[src/rtl/global_pkg.sv]
// Shared bus types: operations, access sizes, address map entries, bus FSM states.
// No logic; types, the default four-device map and an alignment helper only.
// Imported by the bus decoder and its lane-steering sub-module.
package global_pkg;

  typedef enum logic [1:0] {
    MEM_NONE   = 2'd0,
    LOAD_DATA  = 2'd1,
    FETCH_DATA = 2'd2,
    STORE_DATA = 2'd3
  } memory_operation_t;

  typedef enum logic [1:0] {
    BYTE      = 2'd0,
    HALF_WORD = 2'd1,
    WORD      = 2'd2
  } access_size_t;

  // Inclusive byte-address window owned by one device.
  typedef struct packed {
    logic [31:0] base;
    logic [31:0] limit;
  } memory_map_t;

  typedef enum logic [1:0] {
    IDLE = 2'd0,
    BUSY = 2'd1,
    RESP = 2'd2
  } bus_state_t;

  localparam memory_map_t DEFAULT_MAP [4] = '{
    '{base: 32'h0000_0000, limit: 32'h0000_FFFF},
    '{base: 32'h1000_0000, limit: 32'h1000_00FF},
    '{base: 32'h2000_0000, limit: 32'h2000_0FFF},
    '{base: 32'h8000_0000, limit: 32'h8FFF_FFFF}
  };

  // Halfwords must sit on even addresses, words on 4-byte boundaries.
  function automatic logic misaligned(access_size_t size, logic [1:0] addr_lo);
    case (size)
      HALF_WORD: misaligned = addr_lo[0];
      WORD:      misaligned = (addr_lo != 2'b00);
      default:   misaligned = 1'b0;
    endcase
  endfunction

endpackage

[src/rtl/byte_lane_steer.sv]
// Byte-lane steering: store-side lane enables and data replication, load-side alignment.
// Purely combinational, zero latency.
// No handshake of its own; the decoder chooses which address/size drive it.
module byte_lane_steer
  import global_pkg::*;
(
  input  access_size_t size,
  input  logic [1:0]   addr_lo,
  input  logic [31:0]  wdata,
  input  logic [31:0]  raw_rdata,
  output logic [3:0]   sel,
  output logic [31:0]  lane_wdata,
  output logic [31:0]  rdata
);

  logic [31:0] shifted;

  // Lane enables and replicated store data so any lane a device samples is correct.
  always_comb begin
    sel        = 4'b1111;
    lane_wdata = wdata;
    case (size)
      BYTE: begin
        sel        = 4'b0001 << addr_lo;
        lane_wdata = {4{wdata[7:0]}};
      end
      HALF_WORD: begin
        sel        = addr_lo[1] ? 4'b1100 : 4'b0011;
        lane_wdata = {2{wdata[15:0]}};
      end
      default: begin
        sel        = 4'b1111;
        lane_wdata = wdata;
      end
    endcase
  end

  // Move the addressed lanes down to bit 0 and zero-extend to the access size.
  always_comb begin
    shifted = raw_rdata >> {addr_lo, 3'b000};
    case (size)
      BYTE:      rdata = {24'h0, shifted[7:0]};
      HALF_WORD: rdata = {16'h0, shifted[15:0]};
      default:   rdata = shifted;
    endcase
  end

endmodule

[src/rtl/bus_decoder.sv]
// Single-master to N-device bus decoder with alignment checks and a BUSY watchdog.
// Latency: 3 cycles req->ack for a zero-wait device, 2 cycles for decode/alignment errors.
// Master holds the request until the one-cycle ack; devices stall by withholding dev_ack.
module bus_decoder
  import global_pkg::*;
#(
  parameter int          N_DEV          = 4,
  parameter memory_map_t MAP [N_DEV]    = DEFAULT_MAP,
  parameter int          TIMEOUT        = 255
) (
  input  logic                  clk,
  input  logic                  rst,
  input  logic                  req,
  input  memory_operation_t     op,
  input  logic [31:0]           addr,
  input  access_size_t          size,
  input  logic [31:0]           wdata,
  output logic                  ack,
  output logic                  err,
  output logic [31:0]           rdata,
  output logic [N_DEV-1:0]      dev_cyc,
  output logic                  dev_we,
  output logic [31:0]           dev_addr,
  output logic [3:0]            dev_sel,
  output logic [31:0]           dev_wdata,
  input  logic [N_DEV-1:0]      dev_ack,
  input  logic [32*N_DEV-1:0]   dev_rdata
);

  localparam int IDX_W = (N_DEV > 1) ? $clog2(N_DEV) : 1;
  localparam int CNT_W = (TIMEOUT > 1) ? $clog2(TIMEOUT) : 1;

  bus_state_t         state, state_nx;
  logic [IDX_W-1:0]   idx_q, hit_idx;
  logic               hit;
  logic [N_DEV-1:0]   hit_onehot;
  logic [CNT_W-1:0]   cnt;
  access_size_t       size_q, st_size;
  logic [1:0]         lo_q, st_lo;
  logic [31:0]        err_rdata_unused;
  logic [31:0]        raw_rdata, st_sel_wdata, st_rdata;
  logic [3:0]         st_sel;
  logic               start, reject, sel_ack, tmo;

  assign err_rdata_unused = 32'h0;

  // Address decode; scanning downwards lets the lowest matching index win.
  always_comb begin
    hit        = 1'b0;
    hit_idx    = '0;
    hit_onehot = '0;
    for (int i = N_DEV - 1; i >= 0; i--) begin
      if (addr >= MAP[i].base && addr <= MAP[i].limit) begin
        hit     = 1'b1;
        hit_idx = IDX_W'(i);
      end
    end
    hit_onehot[hit_idx] = hit;
  end

  assign start     = (state == IDLE) && req && (op != MEM_NONE);
  assign reject    = !hit || misaligned(size, addr[1:0]);
  assign sel_ack   = dev_ack[idx_q];
  assign tmo       = (cnt == CNT_W'(TIMEOUT - 1));
  assign raw_rdata = dev_rdata[{idx_q, 5'b00000} +: 32];

  // While idle the live request feeds the steering; afterwards the captured one does,
  // so the load alignment cannot be disturbed by a master that drops req mid-transfer.
  assign st_size = (state == IDLE) ? size : size_q;
  assign st_lo   = (state == IDLE) ? addr[1:0] : lo_q;

  byte_lane_steer u_steer (
    .size       (st_size),
    .addr_lo    (st_lo),
    .wdata      (wdata),
    .raw_rdata  (raw_rdata),
    .sel        (st_sel),
    .lane_wdata (st_sel_wdata),
    .rdata      (st_rdata)
  );

  // State register.
  always_ff @(posedge clk) begin
    if (rst) state <= IDLE;
    else     state <= state_nx;
  end

  // Next-state: errors skip BUSY; an ack outranks a same-cycle timeout.
  always_comb begin
    state_nx = state;
    case (state)
      IDLE:    if (start) state_nx = reject ? RESP : BUSY;
      BUSY:    if (sel_ack || tmo) state_nx = RESP;
      RESP:    state_nx = IDLE;
      default: state_nx = IDLE;
    endcase
  end

  // Master completion strobe is simply the RESP state.
  always_comb begin
    ack = (state == RESP);
  end

  // Transfer datapath: capture request at accept, capture response on ack or timeout.
  always_ff @(posedge clk) begin
    if (rst) begin
      idx_q     <= '0;
      cnt       <= '0;
      size_q    <= BYTE;
      lo_q      <= 2'b00;
      err       <= 1'b0;
      rdata     <= 32'h0;
      dev_cyc   <= '0;
      dev_we    <= 1'b0;
      dev_addr  <= 32'h0;
      dev_sel   <= 4'h0;
      dev_wdata <= 32'h0;
    end else begin
      case (state)
        IDLE: begin
          if (start) begin
            cnt <= '0;
            if (reject) begin
              err   <= 1'b1;
              rdata <= err_rdata_unused;
            end else begin
              err       <= 1'b0;
              idx_q     <= hit_idx;
              size_q    <= size;
              lo_q      <= addr[1:0];
              dev_cyc   <= hit_onehot;
              dev_we    <= (op == STORE_DATA);
              dev_addr  <= {addr[31:2], 2'b00};
              dev_sel   <= st_sel;
              dev_wdata <= st_sel_wdata;
            end
          end
        end
        BUSY: begin
          if (sel_ack) begin
            err     <= 1'b0;
            rdata   <= st_rdata;
            dev_cyc <= '0;
            dev_we  <= 1'b0;
          end else if (tmo) begin
            err     <= 1'b1;
            rdata   <= 32'h0;
            dev_cyc <= '0;
            dev_we  <= 1'b0;
          end else begin
            cnt <= cnt + 1'b1;
          end
        end
        default: ;
      endcase
    end
  end

endmodule

[config.mk]
export PLATFORM = sky130hd
export DESIGN_NAME = bus_decoder
export DESIGN_NICKNAME = d
export VERILOG_FILES = /design/src/rtl/global_pkg.sv /design/src/rtl/byte_lane_steer.sv /design/src/rtl/bus_decoder.sv
export SDC_FILE = /design/constraint.sdc
export NUM_CORES = 1
export LEC_CHECK = 0
export ABC_CLOCK_PERIOD_IN_PS = 7200
export CAP_MARGIN = 20
export CORE_MARGIN = 2
export CORE_UTILIZATION = 46
export CTS_BUF_LIST = sky130_fd_sc_hd__clkbuf_4 sky130_fd_sc_hd__clkbuf_8
export DETAILED_ROUTE_END_ITERATION = 16
export PLACE_DENSITY_LB_ADDON = 0.25
export SYNTH_ARGS = -nofsm -noshare
export SYNTH_HDL_FRONTEND = slang
export SYNTH_HIERARCHICAL = 1
export SYNTH_SLANG_ARGS = --single-unit
export TNS_END_PERCENT = 100
[constraint.sdc]
create_clock -name clk -period 7.2 [get_ports clk]
set_input_delay 0.72 -clock clk [delete_from_list [all_inputs] [get_ports clk]]
set_output_delay 0.72 -clock clk [all_outputs]
set_load 0.02 [all_outputs]
After elaboration in Yosys (flattened, before gate mapping)
Index checks and enable logic that the tools add are counted.
{"block": "op_classes", "div": 0, "order_cmp": 11, "mul": 0, "shifts": 3, "reduce_logical": 21, "n_eq_ne": 14, "n_mux": 47, "n_addsub": 1, "bitwise": 2}
{"cell": "one-hot mux 32 bit (2 select lines)", "n": 3}
{"cell": "2-to-1 mux 32 bit", "n": 4}
{"cell": "variable part select 128 x 8 -> 32 bit", "n": 1}
{"cell": ">= comparator 32 x 1 -> 1 bit, second input constant", "n": 1}
{"cell": ">= comparator 32 x 29 -> 1 bit, second input constant", "n": 1}
{"cell": ">= comparator 32 x 30 -> 1 bit, second input constant", "n": 1}
{"cell": ">= comparator 32 bit, second input constant", "n": 1}
{"cell": "less-or-equal comparator 32 x 16 -> 1 bit, second input constant", "n": 1}
{"cell": "less-or-equal comparator 32 x 29 -> 1 bit, second input constant", "n": 1}
{"cell": "less-or-equal comparator 32 x 30 -> 1 bit, second input constant", "n": 1}
{"cell": "less-or-equal comparator 32 bit, second input constant", "n": 1}
{"cell": ">> shifter 32 x 5 -> 32 bit", "n": 1}
{"cell": "2-to-1 mux 8 bit", "n": 3}
{"cell": "2-to-1 mux 4 bit", "n": 5}
{"cell": "2-to-1 mux 2 bit", "n": 9}
{"cell": "one-hot mux 4 bit (2 select lines)", "n": 2}
{"cell": "one-hot mux 8 bit (2 select lines)", "n": 1}
{"cell": "2-to-1 mux 1 bit", "n": 14}
{"cell": "!= test 2 bit, second input constant", "n": 6}
{"cell": "AND reduction 4 bit", "n": 3}
{"cell": "adder 8 x 1 -> 8 bit, second input constant", "n": 1}
{"cell": "== test 8 bit, second input constant", "n": 1}
{"cell": "logical AND 1 bit", "n": 7}
{"cell": "== test 2 x 1 -> 1 bit, second input constant", "n": 3}
{"cell": "other kinds (17)", "n": 27}
{"block": "word_totals", "output_inout_bits": 107, "register_bits": 120, "ramBits": 0, "latchBits": 0, "n_memories": 0, "rom_bits": 0, "elab_cells": 111, "in_bits": 203}

Depth between registers and ports, before layout
Gate-level depths: netlist of run 1.
{"block": "depth", "word_depth": 14, "ltp_mapped": 9, "ltp_nobuf": 7}

By module
The synthesis of run 1 kept the hierarchy.
{"module": "bus_decoder", "n_inst": 1, "cells_each": 618, "seq_area_each_um2": 2402.3, "area_per_inst_um2": 5486.5}
{"module": "byte_lane_steer", "n_inst": 1, "cells_each": 152, "seq_area_each_um2": 0.0, "area_per_inst_um2": 1127.3}

Worst setup path after synthesis of run 1
No wires, ideal clock.
{"block": "synth_timing", "path_type": "in2reg", "from": "input addr[12]", "to": "register dev_addr[28]", "n_path_buf": 1, "arrival_ns": 2.556, "setup_time_ns": 0.067, "slack_ns": 4.576, "required_time_ns": 7.133, "stages": 6, "path_cell_list": "or4_4 > o32a_4 > a2111oi_4 > buf_6 > nand2_1 > a21oi_2"}
{"block": "synth_between", "elab_chain_len": 10, "word_cells_on_any_way": 20, "classes_between": "8 x order compare; 4 x mux; 1 x bitwise; 7 x reduce/logical"}
{"element": "start, declared", "line_no": "bus_decoder.sv:15", "rtl": "input logic [31:0] addr,"}
{"element": ">= comparator 32 bit / less-or-equal comparator 32 bit (equally long branches)", "line_no": "bus_decoder.sv:53", "rtl": "if (addr >= MAP[i].base && addr <= MAP[i].limit) begin"}
{"element": "logical AND 1 bit", "line_no": "bus_decoder.sv:53"}
{"element": "2-to-1 mux 1 bit (3 in a row)", "line_no": "bus_decoder.sv:53"}
{"element": "2-to-1 mux 1 bit (*)", "line_no": "bus_decoder.sv:53"}
{"element": "logical NOT 1 bit (*)", "line_no": "bus_decoder.sv:62", "rtl": "assign reject = !hit || misaligned(size, addr[1:0]);"}
{"element": "logical OR 1 bit (*)", "line_no": "bus_decoder.sv:62"}
{"element": "NOT 1 bit (no source line) (*)"}
{"element": "AND reduction 3 bit (no source line) (*)"}
{"element": "end signal, assigned", "line_no": "bus_decoder.sv:133", "rtl": "dev_addr <= {addr[31:2], 2'b00};"}
{"element": "end, declared", "line_no": "bus_decoder.sv:23", "rtl": "output logic [31:0] dev_addr,"}
Mark *: on every way between the ends. The rest lies on a longest branch, timed or not.
A chain may end at the register's enable or synchronous reset.

Worst setup path in the final report of run 1
{"block": "layout_timing", "from": "input addr[31]", "to": "register dev_wdata[3]"}
{"block": "layout_between", "elab_chain_len": 10, "word_cells_on_any_way": 20, "classes_between": "8 x order compare; 4 x mux; 1 x bitwise; 7 x reduce/logical"}
{"element": ">= comparator 32 bit / less-or-equal comparator 32 bit (equally long branches)", "line_no": "bus_decoder.sv:53"}
{"element": "logical AND 1 bit", "line_no": "bus_decoder.sv:53"}
{"element": "2-to-1 mux 1 bit (3 in a row)", "line_no": "bus_decoder.sv:53"}
{"element": "2-to-1 mux 1 bit (*)", "line_no": "bus_decoder.sv:53"}
{"element": "logical NOT 1 bit (*)", "line_no": "bus_decoder.sv:62"}
{"element": "logical OR 1 bit (*)", "line_no": "bus_decoder.sv:62"}
{"element": "NOT 1 bit (no source line) (*)"}
{"element": "AND reduction 3 bit (no source line) (*)"}
{"element": "end signal, assigned", "line_no": "bus_decoder.sv:135", "rtl": "dev_wdata <= st_sel_wdata;"}
{"element": "end, declared", "line_no": "bus_decoder.sv:25", "rtl": "output logic [31:0] dev_wdata,"}
Marks and branches as above.

==> results.toml, run 1 <==
[status]
status = "finished, final reports clean"

[place]
gp_congestion = 0.893
dp_hpwl_um = 15800
io_buffer_count = 307
dp_cells = 1192
pre_cts_ws_ps = 3520

[floorplan]
die-area_mm2 = 0.0154
coreArea_mm2 = 0.0140
die_w_um = 124
start_util_pct = 47.3
fp-row-count = 43
dieHeight_um = 124
pin_count = 310

[worst_setup_path]
critPathArrivalTime_ps = 3550
worst_setup_path_end_kind = "flop"
ff2ff_path_depth = 6
start_kind = "input port"
required_ps = 7500
worst-path-max-fanout = 53
critPathKind = "input port to flop"

[clocking]
root_buffer = "clkbuf_8"
numCtsBuffers = 17
cts_tree = "yes"
post_cts_resized = 0
postCtsHoldBufs = 0
cts.sinks = 120
htree_levels = 4
post-cts-setup-buffers = 0
clock_latency_ps = 440
clockBufferDepth = 2
path_clk_slew_ps = 70

[routing]
avgRoutedWirePerCell_um = 17.4
routed_via_density = 5.41
via_count = 6629
drtPass1Iterations = 5
drt-initial-drc-count = 625
final_antenna_net_count = 0
drcViolationCount = 0
wirelength_um = 21400

[power]
power_frac_seq_pct = 43.0
powerDensity_mw_per_mm2 = 155
irDropWorstVdd_mv = 0.119
p_leak_uw = 0.00337
switchingPower_uw = 370
internal_power_uw = 1180
swShare_pct = 23.8
clkPwrFrac_pct = 40.1
comb_power_share_pct = 16.9

[synthesis]
yosysUniqueCellTypes = 58
synthFlopType = "dfxtp_1"
synth.cell_area_mm2 = 0.00661
yosysWarnings = 6
async_flop_share_pct = 0
syn_inst = 770
synth_seq_cells = 120
ys_seq_area_share_pct = 36.3
synth_edf_count = 0
syn_avg_cell_area_um2 = 8.59

[final_layout]
nNetsFinal = 1241
stdcell_count = 1225
antenna-diode-count = 0
area_delta_synth_final_pct = 51.7
drive_gt1_share_pct = 11.0
fillers = 1110

[sta]
report.final.slew_viol_count = 0
layout_min_cycle_time_ps = 3240
hold-worst-slack_ps = 455
hold_viol_final = 0
worst_slack_ps = 3960
setup_tns_ps = 0
clock_skew_ps = 10.8
finalSetupViolCount = 0
relSlewSlack_pct = 39.4
finalCritPeriodShare_pct = 45.1
max_freq_ghz = 0.308
rsz0062_at_grt = "false"
worstMarginPinSlew_ps = 909

[global_routing]
grt_pass1_wl_um = 31600
grt_overflow_total = 0
track_usage_pct = 26.9
grt_pass1_vias = 6177
antenna_found_initial = 0
grt_max_degree = 112

[hold_path]
whs_path_depth = 2
hold_path_class = "flop to flop"

[flow_run]
max_cap_viol_count = 0
-- cell usage after synthesis (5+ instances only) --
| master | count | share of area (%) |
|---|---|---|
| a211oi_1 | 15 | 1.7 |
| a21oi_1 | 120 | 9.1 |
| and2_1 | 9 | 0.85 |
| buf_2 | 8 | 0.61 |
| buf_4 | 14 | 1.6 |
| buf_6 | 12 | 2.0 |
| clkbuf_1 | 34 | 1.9 |
| dfxtp_1 | 120 | 36 |
| inv_1 | 6 | 0.34 |
| mux2_2 | 24 | 4.1 |
| mux2i_1 | 18 | 2.7 |
| mux4_2 | 33 | 11 |
| nand2_1 | 195 | 11 |
| nand2b_1 | 5 | 0.47 |
| nand3b_1 | 7 | 0.79 |
| nor2_1 | 25 | 1.4 |
| nor2b_1 | 11 | 1.0 |
| o21ai_0 | 9 | 0.68 |
| o21ai_1 | 33 | 2.5 |
| xnor2_1 | 5 | 0.66 |
-- metrics by stage --
step           area (um2)  power, uW  utilization [%]
2_1_floorplan        6620        806                -
3_3_place_gp         9550        934             68.3
3_5_place_dp         9550        937             68.3
4_1_cts              9960       1550             71.2
5_1_grt             10000       1600             71.7
6_report            10000       1550             71.7
-- area by class of cell --
class                   count  area [um2]  area share (%)
well taps                 180         225            2.25
clock inverters             7        91.3           0.911
flip-flops and latches    120        2400            24.0
repair buffers            317        3190            31.8
multi-input cells         571        3770            37.6
clock buffers              23         317            3.16
inverters                   7        26.3           0.262
-- cells in the final DEF (no fill, tap or decap), types with 5 or more instances in the layout --
cell,n
clkdlybuf4s50_1,306
nand2_1,195
a21oi_1,120
dfxtp_1,119
mux4_2,33
o21ai_1,33
nor2_1,25
mux2_2,24
clkbuf_8,23
mux2i_1,18
a211oi_1,15
nor2b_1,11
o21ai_0,9
and2_1,9
buf_4,8
nand3b_1,7
inv_1,6
nand2b_1,5
xnor2_1,5
-- per-layer routing --
metal / wire [um] / up-vias / global-route usage (%)
met3: 1510 / 50 / 6.59
met2: 10600 / 332 / 45.4
li1: - / 3213 / -
met5: 0 / - / 0
met1: 8460 / 3034 / 32.7
met4: 785 / 0 / 11.3
-- registers in the layout, summed over array words and instances, names as in the netlist, 4 cells and up --
signal / flops
cnt: 8
dev_cyc: 4
dev_wdata: 32
rdata: 32
dev_addr: 30
dev_sel: 4
-- power groups by stage --
stage	Combinational, uW	Clock [uW]	Sequential (uW)
detailed placement	255	0	682
CTS	256	628	667
finish	262	622	667
global route	280	658	667
floorplan	121	0	684
global placement	252	0	682
-- worst max-delay path: stages --
cell and delay, ps:
clkdlybuf4s50_1 500, nor4_1 450, nand4_1 470, a2111o_2 790
buf_4 360, nand2_1 140, a21oi_1 90
-- worst paths after layout --
kind	startpoint	slack [ps]	to
max	addr[31]	3960	dev_wdata[3]
min	dev_wdata[0]	450	dev_wdata[0]
max reg2reg	state[0]	4400	dev_wdata[3]
min reg2reg	dev_wdata[0]	450	dev_wdata[0]
-- cell families (layout without fill, tap and decap cells) --
family,Yosys count,count (layout),share of synthesized area [%]
AO/OA/AOI/OAI,200,200,17.5
XOR/XNOR,5,5,0.662
adder cells (fa/ha/maj),4,4,0.757
buffers and inverters,80,354,6.87
flip-flops,120,120,36.3
multiplexers,78,78,18.7
other,1,2,0.0567
AND/OR/NAND/NOR,282,282,19.1
Power figures use the tool's default switching activity.
==> run 2, diff against run 1 <==
--- a/config.mk
+++ b/config.mk
@@ -5,10 +5,10 @@
 export SDC_FILE = /design/constraint.sdc
 export NUM_CORES = 1
 export LEC_CHECK = 0
-export ABC_CLOCK_PERIOD_IN_PS = 7200
+export ABC_CLOCK_PERIOD_IN_PS = 3210
 export CAP_MARGIN = 20
 export CORE_MARGIN = 2
-export CORE_UTILIZATION = 46
+export CORE_UTILIZATION = 43
 export CTS_BUF_LIST = sky130_fd_sc_hd__clkbuf_4 sky130_fd_sc_hd__clkbuf_8
 export DETAILED_ROUTE_END_ITERATION = 16
 export PLACE_DENSITY_LB_ADDON = 0.25
==> constraint.sdc (replaced) <==
create_clock -name clk -period 3.21 [get_ports clk]
set_input_delay 0.321 -clock clk [delete_from_list [all_inputs] [get_ports clk]]
set_output_delay 0.321 -clock clk [all_outputs]
set_load 0.02 [all_outputs]
==> run 2 against run 1 <==
- clock skew is 0.58 ps higher
- via count shrank 1.6%
- critical path depth is the same
- sequential power is 120% higher
- die area rose by 6.8%
- combinational power up 120%
- routed wire length is 0.60% lower
- core utilization fell by 5.0 points
- count of clock-buffer cells in the layout up 2
- cell area grew 0.36%
==> results.toml, run 2 (synthesized netlist as in run 1, its figures left out) <==
[floorplan]
fp-row-count = 45
die-area_mm2 = 0.0164
pin_count = 310
start_util_pct = 43.8
dieHeight_um = 128
die_w_um = 128
coreArea_mm2 = 0.0151

[sta]
rsz0062_at_grt = "false"
finalSetupViolCount = 0
report.final.slew_viol_count = 0
relSlewSlack_pct = 40.3
clock_skew_ps = 11.4
worstMarginPinSlew_ps = 896
setup_tns_ps = 0
hold_viol_final = 0
layout_min_cycle_time_ps = 2640
worst_slack_ps = 568
finalCritPeriodShare_pct = 82.3
max_freq_ghz = 0.379

[clocking]
cts.sinks = 120
clockBufferDepth = 2
clock_latency_ps = 430
post_cts_resized = 0
path_clk_slew_ps = 70
root_buffer = "clkbuf_8"
htree_levels = 4
numCtsBuffers = 17
post-cts-setup-buffers = 0
postCtsHoldBufs = 0
cts_tree = "yes"

[final_layout]
nNetsFinal = 1244
antenna-diode-count = 0
mostFrequentLayoutCell = "clkdlybuf4s50_1"
largestRegisters = "dev_wdata x32, rdata x32, dev_addr x30"
area_delta_synth_final_pct = 52.2
final_cell_mix = "306 x clkdlybuf4s50_1, 195 x nand2_1, 120 x a21oi_1, 119 x dfxtp_1"
drive_gt1_share_pct = 11.4
finish.utilization_pct = 66.7

[worst_setup_path]
r2r_start = "state[0]"
start_kind = "flop"
critPathKind = "flop to flop"
slowest_delay_ps = 850
crit_chain = "nor2_1 -> mux2_2 -> mux2_2 -> nand2_1 -> a21oi_1 -> nand2_1 -> a21oi_1"
worst-path-max-fanout = 44
cp.depth = 7
cpMaxStageDelayCell = "mux2_2"
r2r_slack_ps = 570
required_ps = 3500
ff2ff_path_depth = 7
crit_path_start = "state[0]"
worst_setup_path_end_kind = "flop"
critPathArrivalTime_ps = 2930
path_buf_inv = 0
path_delay_family = "multiplexers"
cp-endpoint = "rdata[8]"
regToRegEndpoint = "rdata[8]"

[hold_path]
hold_path_class = "input port to flop"

[power]
clkPwrFrac_pct = 41.6
switchingPower_uw = 824
comb_power_share_pct = 16.3
powerDensity_mw_per_mm2 = 354
irDropWorstVdd_mv = 0.306
internal_power_uw = 2740
power_frac_seq_pct = 42.0
p_leak_uw = 0.00339
swShare_pct = 23.1

[global_routing]
antenna_found_initial = 0
track_usage_pct = 25.7
grt_max_degree = 67
grt_pass1_wl_um = 33000
grt_pass1_vias = 6200
grt_overflow_total = 0

[routing]
wirelength_um = 21200
avgRoutedWirePerCell_um = 17.1
via_count = 6524
drtPass1Iterations = 5
routed_via_density = 5.27
drcViolationCount = 0
final_antenna_net_count = 0
drt-initial-drc-count = 461

[place]
pre_cts_ws_ps = 420
dp_hpwl_um = 16000
gp_congestion = 0.903
io_buffer_count = 307

[status]
status = "finished, final reports clean"

[flow_run]
max_cap_viol_count = 0
==> run 2: worst reg2reg max path: cells and delay by family (launching register included) <==
kind	cells	cell delay [ps]
simple gates	3	610
compound gates	2	160
flops	1	460
mux	2	1290
==> run 2: final cells by class <==
| class | instances | area, um2 |
|---|---|---|
| tap | 188 | 235 |
| clock inverter | 7 | 114 |
| inverter | 7 | 26.3 |
| clock buffer | 25 | 325 |
| timing repair buffer | 320 | 3190 |
| fill | 1268 | 5020 |
| multi-input combinational | 571 | 3770 |
| sequential | 120 | 2400 |
==> run 2: worst min-delay path by stage <==
| stage | slack, ps | depth (start not counted) | to | start |
|---|---|---|---|---|
| floorplan | 430 | 2 | lo_q[0] | lo_q[0] |
| global placement | 440 | 2 | size_q[0] | size_q[0] |
| detailed placement | 450 | 2 | dev_wdata[5] | dev_wdata[5] |
| CTS | 380 | 2 | dev_addr[28] | rst |
| global route | 420 | 2 | cnt[0] | rst |
| finish | 410 | 2 | dev_addr[28] | rst |
==> run 2: power groups by stage <==
stage,registers (uW),logic [uW],clock network (uW)
floorplan,1530,272,0
global placement,1530,574,0
detailed placement,1530,577,0
CTS,1500,580,1510
global route,1500,624,1570
finish,1500,582,1480
==> run 2: through the flow <==
step / std cells / hold slack, ps / instance area [um2] / total power [uW]
after global routing: 1238 / 423 / 10100 / 3690
after floorplan: 771 / 434 / 6620 / 1810
after detailed placement: 1206 / 445 / 9630 / 2110
final: 1238 / 406 / 10100 / 3560
after CTS: 1238 / 382 / 10100 / 3590
after global placement: 1205 / 439 / 9610 / 2100
==> run 2: per-layer routing <==
layer  global-route usage (%)  part of all wire (%)  vias up
li1                         -                     -     3220
met3                     6.14                   6.0       32
met5                        0                     0        -
met4                     8.47                   2.1        0
met2                     43.8                    50      245
met1                     32.0                    42     3027
==> run 3, diff against run 2 <==
--- a/config.mk
+++ b/config.mk
@@ -5,7 +5,7 @@
 export SDC_FILE = /design/constraint.sdc
 export NUM_CORES = 1
 export LEC_CHECK = 0
-export ABC_CLOCK_PERIOD_IN_PS = 3210
+export ABC_CLOCK_PERIOD_IN_PS = 2600
 export CAP_MARGIN = 20
 export CORE_MARGIN = 2
 export CORE_UTILIZATION = 43
==> constraint.sdc (replaced) <==
create_clock -name clk -period 2.6 [get_ports clk]
set_input_delay 0.26 -clock clk [delete_from_list [all_inputs] [get_ports clk]]
set_output_delay 0.26 -clock clk [all_outputs]
set_load 0.02 [all_outputs]
==> run 3 against run 2 <==
- critical path depth stayed put
- sequential share of layout area shrank 0.23 points
- setup slack got worse by 260 ps
- highest routed layer unchanged
- die area is the same
- total power increased by 13%
- critical endpoint is now rdata[27]
- worst hold slack worse by 170 ps
- count of clock-buffer cells in the layout shrank 2
- clock power down 3%
- first-iteration DRC count decreased by 1.7%
- routed wire length grew 0.57%
==> results.toml, run 3 (synthesized netlist as in run 1, its figures left out) <==
[final_layout]
antenna-diode-count = 0
mostFrequentLayoutCell = "clkdlybuf4s50_1"
drive_gt1_share_pct = 12.5
nNetsFinal = 1262
final_cell_mix = "306 x clkdlybuf4s50_1, 195 x nand2_1, 120 x a21oi_1, 119 x dfxtp_1"
largestRegisters = "dev_wdata x32, rdata x32, dev_addr x30"
area_delta_synth_final_pct = 53.7
final_area_mm2 = 0.0102
finish.utilization_pct = 67.4

[sta]
hold_viol_final = 0
layout_min_cycle_time_ps = 2290
clock_skew_ps = 8.86
worst_slack_ps = 309
relSlewSlack_pct = 62.1
hold-worst-slack_ps = 236
finalSetupViolCount = 0
rsz0062_at_grt = "false"
finalCritPeriodShare_pct = 88.1
report.final.slew_viol_count = 0
max_freq_ghz = 0.437
worstMarginPinSlew_ps = 565

[flow_run]
max_cap_viol_count = 0

[floorplan]
pin_count = 310
die-area_mm2 = 0.0164
start_util_pct = 43.8
fp-row-count = 45
coreArea_mm2 = 0.0151
dieHeight_um = 128
die_w_um = 128

[power]
powerDensity_mw_per_mm2 = 397
p_leak_uw = 0.00344
irDropWorstVdd_mv = 0.304
fin_total_pwr_uw = 4040

[place]
io_buffer_count = 307
gp_congestion = 0.853
pre_cts_ws_ps = -10.2
dp_hpwl_um = 16200
placed_area_mm2 = 0.00981

[routing]
routed_via_density = 5.31
drcViolationCount = 0
avgRoutedWirePerCell_um = 17.1
drt-initial-drc-count = 453
drtPass1Iterations = 5
via_count = 6642
wirelength_um = 21300
final_antenna_net_count = 0

[worst_setup_path]
worst_setup_path_end_kind = "flop"
worst-path-max-fanout = 9
required_ps = 2960
critPathArrivalTime_ps = 2650
start_kind = "flop"
critPathKind = "flop to flop"

[clocking]
clock_latency_ps = 440
post_cts_resized = 0
cts_tree = "yes"
clockBufferDepth = 2
numCtsBuffers = 17
htree_levels = 4
post-cts-setup-buffers = 0
root_buffer = "clkbuf_8"
path_clk_slew_ps = 70
postCtsHoldBufs = 0
cts.sinks = 120

[global_routing]
antenna_found_initial = 0
grt_max_degree = 55
grt_pass1_vias = 6343
grt_overflow_total = 0
grt_pass1_wl_um = 32700
track_usage_pct = 25.7

[hold_path]
hold_path_class = "input port to flop"

[status]
status = "finished, final reports clean"
[run 3: area by class of cell]
type / instances / area (um2)
Inverter: 7 / 26.3
Multi-Input combinational cell: 571 / 3770
Timing Repair Buffer: 338 / 3400
Clock buffer: 23 / 304
Tap cell: 188 / 235
Sequential cell: 120 / 2400
Fill cell: 1264 / 4920
Clock inverter: 4 / 22.5
[run 3: path summary, 6_finish.rpt]
| path | startpoint | cells after the start | slack [ps] | to |
|---|---|---|---|---|
| hold / removal | rst | 2 | 240 | dev_addr[28] |
| hold reg to reg | dev_addr[19] | 2 | 450 | dev_addr[19] |
| setup reg to reg | state[1] | 7 | 310 | rdata[27] |
| setup / recovery | state[1] | 7 | 310 | rdata[27] |
[run 3: worst max-delay path, cell delays in order (launching register included)]
cell and delay [ps]:
dfxtp_1 350, nor2_1 380, mux2_2 400, nand2b_1 330, nor2_2 380, and2_1 180, nand2_1 50, a21oi_1 140
[run 3: per-stage QoR]
step / TNS (ps) / instances
5_1_grt: 0 / 1251
2_1_floorplan: 0 / 771
3_5_place_dp: -11.6 / 1223
6_report: 0 / 1251
4_1_cts: 0 / 1250
3_3_place_gp: 0 / 1223
[run 3: routing by layer]
metal | global-route usage (%) | vias up | wire length, um
met5 | 0 | - | 0
met4 | 9.89 | 0 | 673
met3 | 6.89 | 53 | 1420
met2 | 44.4 | 280 | 10800
met1 | 30.5 | 3049 | 8470
li1 | - | 3260 | -
[run 3: report_power, final]
part	total (uW)	switching (uW)	internal, uW
logic	746	295	452
registers	1850	4.00	1840
clock network	1440	695	749
